<file path="src/rtl/au_modsub_multi.sv">
// Pipelined modular add/subtract unit with selectable moduli, tag passthrough,
// range checking, a level done flag and an optional auto-issue after reset release.
module au_modsub_multi #(
    parameter int                 W          = 110,
    parameter int                 NMOD       = 2,
    parameter logic [NMOD*W-1:0]  MODULI     = {NMOD{{W{1'b1}}}},
    parameter int                 LAT        = 2,
    parameter int                 TAGW       = 4,
    parameter int                 AUTO_START = 1,
    localparam int                MSW        = (NMOD > 1) ? $clog2(NMOD) : 1
) (
    input  logic            clk,
    input  logic            AU_sub_rst,
    input  logic            in_valid,
    input  logic            op_add,
    input  logic [MSW-1:0]  mod_sel,
    input  logic [TAGW-1:0] in_tag,
    input  logic [W-1:0]    a,
    input  logic [W-1:0]    b,
    output logic [W-1:0]    r,
    output logic [TAGW-1:0] r_tag,
    output logic            out_valid,
    output logic            range_err,
    output logic            busy,
    output logic            done
);

    localparam int unsigned NMOD_U = NMOD;

    logic            started;
    logic            seen;
    logic            auto_pulse;
    logic            iv;

    logic [W-1:0]    m_sel;
    logic [W:0]      sum_in;
    logic            err_in;

    logic [W:0]      s1_sum;
    logic [W-1:0]    s1_m;
    logic            s1_op;
    logic            s1_err;
    logic [TAGW-1:0] s1_tag;

    logic [W:0]      corr;
    logic [W-1:0]    res2;

    logic [LAT:1]    v;
    logic [W-1:0]    r_q   [2:LAT];
    logic [TAGW-1:0] tag_q [2:LAT];
    logic            err_q [2:LAT];

    assign auto_pulse = ~started & (AUTO_START != 0);
    assign iv         = in_valid | auto_pulse;

    always_comb begin
        m_sel = '0;
        for (int i = 0; i < NMOD; i++) begin
            if (32'(mod_sel) == 32'(i)) begin
                m_sel = MODULI[i*W +: W];
            end
        end
    end

    // W+1-bit intermediate: bit W is the borrow for subtract, the carry for add.
    always_comb begin
        sum_in = op_add ? ({1'b0, a} + {1'b0, b}) : ({1'b0, a} - {1'b0, b});
        err_in = (a >= m_sel) | (b >= m_sel) | (32'(mod_sel) >= NMOD_U);
    end

    always_comb begin
        corr = s1_sum;
        if (s1_op) begin
            if (s1_sum >= {1'b0, s1_m}) begin
                corr = s1_sum - {1'b0, s1_m};
            end
        end else if (s1_sum[W]) begin
            corr = s1_sum + {1'b0, s1_m};
        end
        res2 = s1_err ? '0 : corr[W-1:0];
    end

    always_ff @(posedge clk or posedge AU_sub_rst) begin
        if (AU_sub_rst) begin
            started <= 1'b0;
            seen    <= 1'b0;
            v       <= '0;
            s1_sum  <= '0;
            s1_m    <= '0;
            s1_op   <= 1'b0;
            s1_err  <= 1'b0;
            s1_tag  <= '0;
            for (int k = 2; k <= LAT; k++) begin
                r_q[k]   <= '0;
                tag_q[k] <= '0;
                err_q[k] <= 1'b0;
            end
        end else begin
            started <= 1'b1;
            // Set on the edge that loads a result into the output stage.
            seen    <= seen | v[LAT-1];

            v[1] <= iv;
            if (iv) begin
                s1_sum <= sum_in;
                s1_m   <= m_sel;
                s1_op  <= op_add;
                s1_err <= err_in;
                s1_tag <= in_tag;
            end

            v[2]     <= v[1];
            err_q[2] <= v[1] & s1_err;
            if (v[1]) begin
                r_q[2]   <= res2;
                tag_q[2] <= s1_tag;
            end

            for (int k = 3; k <= LAT; k++) begin
                v[k]     <= v[k-1];
                err_q[k] <= v[k-1] & err_q[k-1];
                if (v[k-1]) begin
                    r_q[k]   <= r_q[k-1];
                    tag_q[k] <= tag_q[k-1];
                end
            end
        end
    end

    // The output stage only presents a finished result, so it does not count as busy.
    assign busy      = |v[LAT-1:1];
    assign done      = seen & ~busy;
    assign out_valid = v[LAT];
    assign r         = r_q[LAT];
    assign r_tag     = tag_q[LAT];
    assign range_err = err_q[LAT];

endmodule

</file>
<file path="config.mk">
export PLATFORM = sky130hd
export DESIGN_NAME = au_modsub_multi
export DESIGN_NICKNAME = d
export VERILOG_FILES = /design/src/rtl/au_modsub_multi.sv
export SDC_FILE = /design/constraint.sdc
export NUM_CORES = 2
export LEC_CHECK = 0
export CAP_MARGIN = 20
export CORE_UTILIZATION = 25
export CTS_CLUSTER_SIZE = 14
export DETAILED_ROUTE_END_ITERATION = 10
export GPL_TIMING_DRIVEN = 0
export PLACE_DENSITY_LB_ADDON = 0.08
export RECOVER_POWER = 50
export SETUP_SLACK_MARGIN = 0.15
export SKIP_CTS_REPAIR_TIMING = 1
export SLEW_MARGIN = 20
export SYNTH_ARGS = -nofsm -noshare
export SYNTH_HDL_FRONTEND = slang
export SYNTH_SLANG_ARGS = --single-unit
</file>
<file path="constraint.sdc">
create_clock -name clk -period 11.7 [get_ports clk]
set_input_delay 2.925 -clock clk [delete_from_list [all_inputs] [get_ports clk]]
set_output_delay 2.925 -clock clk [all_outputs]
set_load 0.05 [all_outputs]
</file>
; Word-level counts from Yosys, hierarchy flattened
; Index checks and enable logic that the tools add are counted.
[classes]
n_mux = 5
order_cmp = 3
addsub = 4
bitwise_logic = 7
[op_table]
columns = op, n
row1 = 2-to-1 mux 110 bit, 4
row2 = ">= comparator 110 bit, second input constant", 2
row3 = adder 110 x 110 -> 111 bit, 1
row4 = >= comparator 111 x 110 -> 1 bit, 1
row5 = 2-to-1 mux 111 bit, 1
row6 = subtractor 110 x 110 -> 111 bit, 1
row7 = adder 110 bit, 1
row8 = subtractor 110 bit, 1
row9 = OR 1 bit, 3
row10 = bitwise AND 1 bit, 2
row11 = inverter 1 bit, 2
[totals]
elab_cells = 30
out_inout_bits = 118
inputBits = 229
register_bits = 237

; Depth between registers and ports, before layout
[depth]
depth_word = 4
mapped_depth = 27
depth_no_buf = 26

; Least setup slack after synthesis
; No wires, ideal clock.
[synth_timing]
path_type = register -> register
start = reg s1_m[0] (netlist name)
end = reg r_q, in the netlist r[53]
required_ps = 11568
n_path_buf = 3
stages_incl_launch_ff = 19
period_less_slack_ps = 8752
arrival_time_ps = 8621
setup_slack_ps = 2948
path_cell_list = dfrtp_1 > inv_1 > ha_1 > buf_2 > nand2_1 > o21a_1 > o21ai_1 > o21ai_2 > a2111oi_4 > o21ai_2 > a2111oi_4 > nand3_4 > a2111o_1 > buf_6 > nand2_4 > buf_4 > mux2_2 > a21oi_1 > o2bb2ai_1
[synth_between]
elab_chain_cells = 4
word_cells_on_any_way = 7
[synth_rtl]
columns = item, line
row1 = adder 110 bit (tied with other cells), 78  ; corr = s1_sum + {1'b0, s1_m};
row2 = 2-to-1 mux 110 bit (on tied branches), "77, 74"
row3 = 2-to-1 mux 110 bit *, 73  ; if (s1_op) begin
row4 = 2-to-1 mux 110 bit *, 80  ; res2 = s1_err ? '0 : corr[W-1:0];
row5 = "to (signal, indexed assignment)", 123  ; r_q[k] <= r_q[k-1];
row6 = to (decl), 49  ; logic [W-1:0] r_q [2:LAT];
; Every way passes the cells marked *; elsewhere a longest branch is shown, timed or not.
; A chain may end at the register's enable or synchronous reset.

; Final worst setup path
[layout_timing]
start = in b[21]
end = reg s1_sum[109]
[layout_between]
elab_chain_cells = 2
word_cells_on_any_way = 3
[layout_rtl]
columns = item, line
row1 = from (decl), 19  ; input logic [W-1:0] b,
row2 = subtractor 110 x 110 -> 111 bit / adder 110 x 110 -> 111 bit (equally long branches), 67  ; sum_in = op_add ? ({1'b0, a} + {1'b0, b}) : ({1'b0, a} - {1'b0, b});
row3 = 2-to-1 mux 111 bit *, 67
row4 = to (signal assigned), 105  ; s1_sum <= sum_in;
row5 = to (decl), 39  ; logic [W:0] s1_sum;
; Marks and branches as above.

==> metrics.log <==
[metrics] vias per inst: approximately 5.7
[metrics] setup TNS after final layout: 0 ns
[metrics] proportion of synthesized chip area in sequential cells: 17.4%
[metrics] hold path cells: 2
[metrics] adder-cell share of the synthesized area: 12.8%
[metrics] class of the tightest hold or removal check: flip-flop to flip-flop
[metrics] initial standard-cell utilization of the core: 25.2%
[metrics] complex-gate fraction of the synthesized area: about a third
[metrics] Post-Syn Nets: 5295
[metrics] combinational family with the most area after synthesis: compound AO/OA/AOI/OAI gates
[metrics] via count: a little under 40000
[metrics] fraction of synthesized cell area in xor and xnor cells: 8.82%
[metrics] TritonCTS clock tree: done
[metrics] clock transition at the register clock pins on the worst setup and hold paths after CTS: 0.06 ns
[metrics] pre-CTS setup slack: 0.404 ns
[metrics] critical register-to-register path startpoint: s1_m[0]
[metrics] setup slack of the worst register-to-register path: 3.30 ns
[metrics] Worst EP arrival: 11.17 ns
[metrics] number of levels in the clock H-tree: 1
[metrics] ranking of synthesized cells by area: sky130_fd_sc_hd__dfrtp_1, sky130_fd_sc_hd__ha_1, sky130_fd_sc_hd__a21oi_1
[metrics] top cell type's share of synthesized area: 17.4%
[metrics] Clock Root Buffer: sky130_fd_sc_hd__clkbuf_16
[metrics] setup skew after layout: 0.0177 ns
[metrics] final core utilization: between 30% and 40%
[metrics] total power divided by cell area: 181 nW/um2
[metrics] Hold Startpoint: s1_tag[2]
[metrics] chip width: around 370 um
[metrics] transition time of the tightest slew-check pin: 5.43 ns
[metrics] number of antenna diodes: 0
[metrics] post-detail-place hpwl: 173 mm
[metrics] Post-synth EDFFs: 0
[metrics] Post-Synth Simple-Gate Area: 20.5%
[metrics] number of different library cells in the post-synthesis netlist: 92
[metrics] Routability Congestion: 0.971
[metrics] commonest non-fill, non-tap cell in the layout: sky130_fd_sc_hd__a21oi_1
[metrics] drt wl/cell: approximately 30 um
[metrics] final worst-path setup slack: 1.00 ns
[metrics] clock insertion delay at the later pin of the skew report: 0.63 ns
[metrics] via count of the first global-routing pass: approximately 38000
[metrics] destination of the worst register-to-register timing path: r[54]
[metrics] max-cap check violation count: 2
[metrics] number of clock sinks: around 240
[metrics] violated checks: max-capacitance violations, max-slew violations
[metrics] peak ir drop on the vdd network: 0.114 mV
[metrics] sort of element at the end of the critical path: flip-flop
[metrics] area growth from synthesis to final layout: 20.1%
[metrics] shortest period the worst path allows: 10.70 ns
[metrics] I/O pin cnt: 347
[metrics] area of placed instances: 40100 um2
[metrics] RSZ-0062 raised after global routing: no
[metrics] dominant synthesized flop cell: sky130_fd_sc_hd__dfrtp_1
[metrics] Worst EP required: 12.17 ns
[metrics] Netlist Area Pre-Place: 34100 um2
[metrics] Critical Path Fanout Max: 8
[metrics] total congestion overflow after global routing: 0
[metrics] initial antenna violation count: 6
[metrics] final-report hold violation count: 0
[metrics] multiplexer share of the synthesized area: 1.14%
[metrics] category of the worst setup path launch point: input port
[metrics] status: finished with violations
[metrics] number of cells traversed by the worst register-to-register path: 20
[metrics] cell taking the most area after synthesis: sky130_fd_sc_hd__dfrtp_1
[metrics] Yosys warning count: 0
[metrics] Pleak: approximately 16 nW
[metrics] count of standard-cell rows: 135
[metrics] wire length of the first global-routing pass: 289 mm
[metrics] final slew viol count: 150
[metrics] number of register bits inferred by synthesis: 237
[metrics] total of endpoints with negative setup slack in the final report: 0
[metrics] Total GRT Usage: 29.0%
[metrics] area of all placed cells without fillers: 41000 um2
[metrics] share of cells above drive strength 1: 3.79%
[metrics] worst hold endpoint: s1_tag[2]
[metrics] Pre-Repair DR Iteration Count: 6
[metrics] Total Nets Final: roughly 5700
[metrics] startpoint-to-endpoint class of the critical path: input port to flip-flop
[metrics] input/output buffers: 343
[metrics] number of buffers added by the clock tree synthesis step: 29
[metrics] post-synthesis area per instance: 7.24 um2
[metrics] synthesized netlist cell count: 4718
[metrics] Residual DRC: 0
[metrics] most frequent cells in the layout: sky130_fd_sc_hd__a21oi_1, sky130_fd_sc_hd__nor2_1, sky130_fd_sc_hd__ha_1, sky130_fd_sc_hd__nand2_1, sky130_fd_sc_hd__o21ai_0
[metrics] Detail Route Antenna Nets: 0
[metrics] maximum number of buffers from clock root to sink: 3
[metrics] worst-case headroom to the max-slew limit: -262%
[metrics] y dimension of the die: 372 um
[metrics] CORE AREA: 135000 um2
[metrics] share of synthesized registers carrying an async set or reset: 100%
[metrics] Die Area: 138000 um2
[metrics] FMAX: 93.5 MHz
[metrics] share of the clock period used by the worst path after layout: 91.4%
[metrics] post-detailed-routing wire length: about 210 mm
[metrics] largest net degree at the start of global routing: 92
[metrics] iteration-0 DRC count of the detailed router: 3776
==> through the flow <==
step                hold WS [ns]  std cells  power, W
global route               0.485       6906   0.00779
global placement           0.445       6842   0.00639
floorplan                  0.428       4718   0.00435
finish                     0.459       6906   0.00741
detailed placement         0.452       6853   0.00636
CTS                        0.466       6906   0.00736
==> sequential cells by signal (all words and copies together) (netlist names) <==
signal,cells
v,2
seen,1
s1_m,1
r,110
r_tag,4
s1_tag,4
s1_err,1
range_err,1
s1_sum,111
started,1
s1_op,1
==> power breakdown <==
part           total (W)  internal (W)  leakage, nW  switching, W
clock           0.000952      0.000534        0.466      0.000418
combinational    0.00485       0.00154         13.1       0.00331
sequential       0.00160       0.00108         2.81      0.000520
==> routing by layer <==
metal | vias to the layer above | GRT usage, % | part of all wire, %
met5 | - | 0 | 0.023
li1 | 18300 | - | -
met4 | 6 | 11.9 | 4.6
met1 | 19500 | 39.2 | 45
met3 | 303 | 3.23 | 6.0
met2 | 1572 | 46.5 | 45
==> Yosys cell counts (17+ instances only) <==
master                      number
sky130_fd_sc_hd__o31ai_1        51
sky130_fd_sc_hd__a21oi_1       656
sky130_fd_sc_hd__a21boi_0       22
sky130_fd_sc_hd__nand2b_1       37
sky130_fd_sc_hd__and2_1         17
sky130_fd_sc_hd__nor4_1         71
sky130_fd_sc_hd__a221oi_1       35
sky130_fd_sc_hd__or3_1          23
sky130_fd_sc_hd__ha_1          345
sky130_fd_sc_hd__a211oi_1       52
sky130_fd_sc_hd__dfrtp_1       237
sky130_fd_sc_hd__o41ai_1        22
sky130_fd_sc_hd__o221ai_1       42
sky130_fd_sc_hd__xor2_1        135
sky130_fd_sc_hd__nor3_1        132
sky130_fd_sc_hd__o21bai_1       95
sky130_fd_sc_hd__o21a_1         38
sky130_fd_sc_hd__mux2i_1        22
sky130_fd_sc_hd__or2_2          23
sky130_fd_sc_hd__xnor2_1       209
sky130_fd_sc_hd__nor2_1        503
sky130_fd_sc_hd__a21o_1        138
sky130_fd_sc_hd__inv_1         197
sky130_fd_sc_hd__buf_2          27
sky130_fd_sc_hd__clkbuf_1      208
sky130_fd_sc_hd__o211ai_1       28
sky130_fd_sc_hd__nand4_1       147
sky130_fd_sc_hd__nand3_1        84
sky130_fd_sc_hd__a31oi_1        52
sky130_fd_sc_hd__o2bb2ai_1      53
sky130_fd_sc_hd__nand2_1       332
sky130_fd_sc_hd__o21ai_0       307
sky130_fd_sc_hd__and3_1         23
sky130_fd_sc_hd__nor2b_1        50
==> cell families after synthesis <==
logic type	Yosys count
mux	37
compound gates	1795
simple gates	1484
other cells	1
fa+ha+maj	348
flops	237
xor+xnor	344
buf+inv	472
==> critical path, stage by stage <==
cell and delay, ns:
sky130_fd_sc_hd__clkdlybuf4s50_1 0.49, sky130_fd_sc_hd__nor3_1 0.93, sky130_fd_sc_hd__nand3b_1 0.44, sky130_fd_sc_hd__nor3_1 0.86
sky130_fd_sc_hd__inv_1 0.33, sky130_fd_sc_hd__nor3_1 0.72, sky130_fd_sc_hd__nand2_1 0.25, sky130_fd_sc_hd__nor3_1 0.64
sky130_fd_sc_hd__and2_1 0.32, sky130_fd_sc_hd__nor2_1 0.07, sky130_fd_sc_hd__xnor2_1 0.24, sky130_fd_sc_hd__ha_1 0.28
sky130_fd_sc_hd__clkbuf_1 0.23, sky130_fd_sc_hd__a21o_1 0.21, sky130_fd_sc_hd__a21o_1 0.16, sky130_fd_sc_hd__a21oi_1 0.32
sky130_fd_sc_hd__o211ai_1 0.22, sky130_fd_sc_hd__a311oi_1 0.43, sky130_fd_sc_hd__o211ai_1 0.15, sky130_fd_sc_hd__o21a_1 0.23
sky130_fd_sc_hd__o41ai_1 0.39, sky130_fd_sc_hd__xor2_1 0.20, sky130_fd_sc_hd__o21ai_0 0.11
==> area by class of cell <==
| class | count | area, um2 |
|---|---|---|
| fillers | 15000 | 94400 |
| multi-input cells | 4009 | 26400 |
| flip-flops and latches | 237 | 5930 |
| repair buffers | 354 | 3620 |
| well taps | 1781 | 2230 |
| plain buffers | 260 | 1080 |
| clock buffers | 42 | 865 |
| inverters | 212 | 802 |
| clock inverters | 11 | 101 |
==> how the worst max path moves through the flow <==
stage             endpoint  slack [ns]       start  cells after the start
6_report       s1_sum[109]        1.00       b[21]                     23
5_1_grt         s1_sum[98]        0.65        b[4]                     23
4_1_cts        s1_sum[109]        1.05       b[21]                     23
3_5_place_dp   s1_sum[109]        0.40       b[21]                     23
3_3_place_gp         r[85]       -6.21     s1_m[0]                     16
2_1_floorplan         r[0]        2.27  AU_sub_rst                      1
No activity file was read; power rests on OpenSTA's default activity.
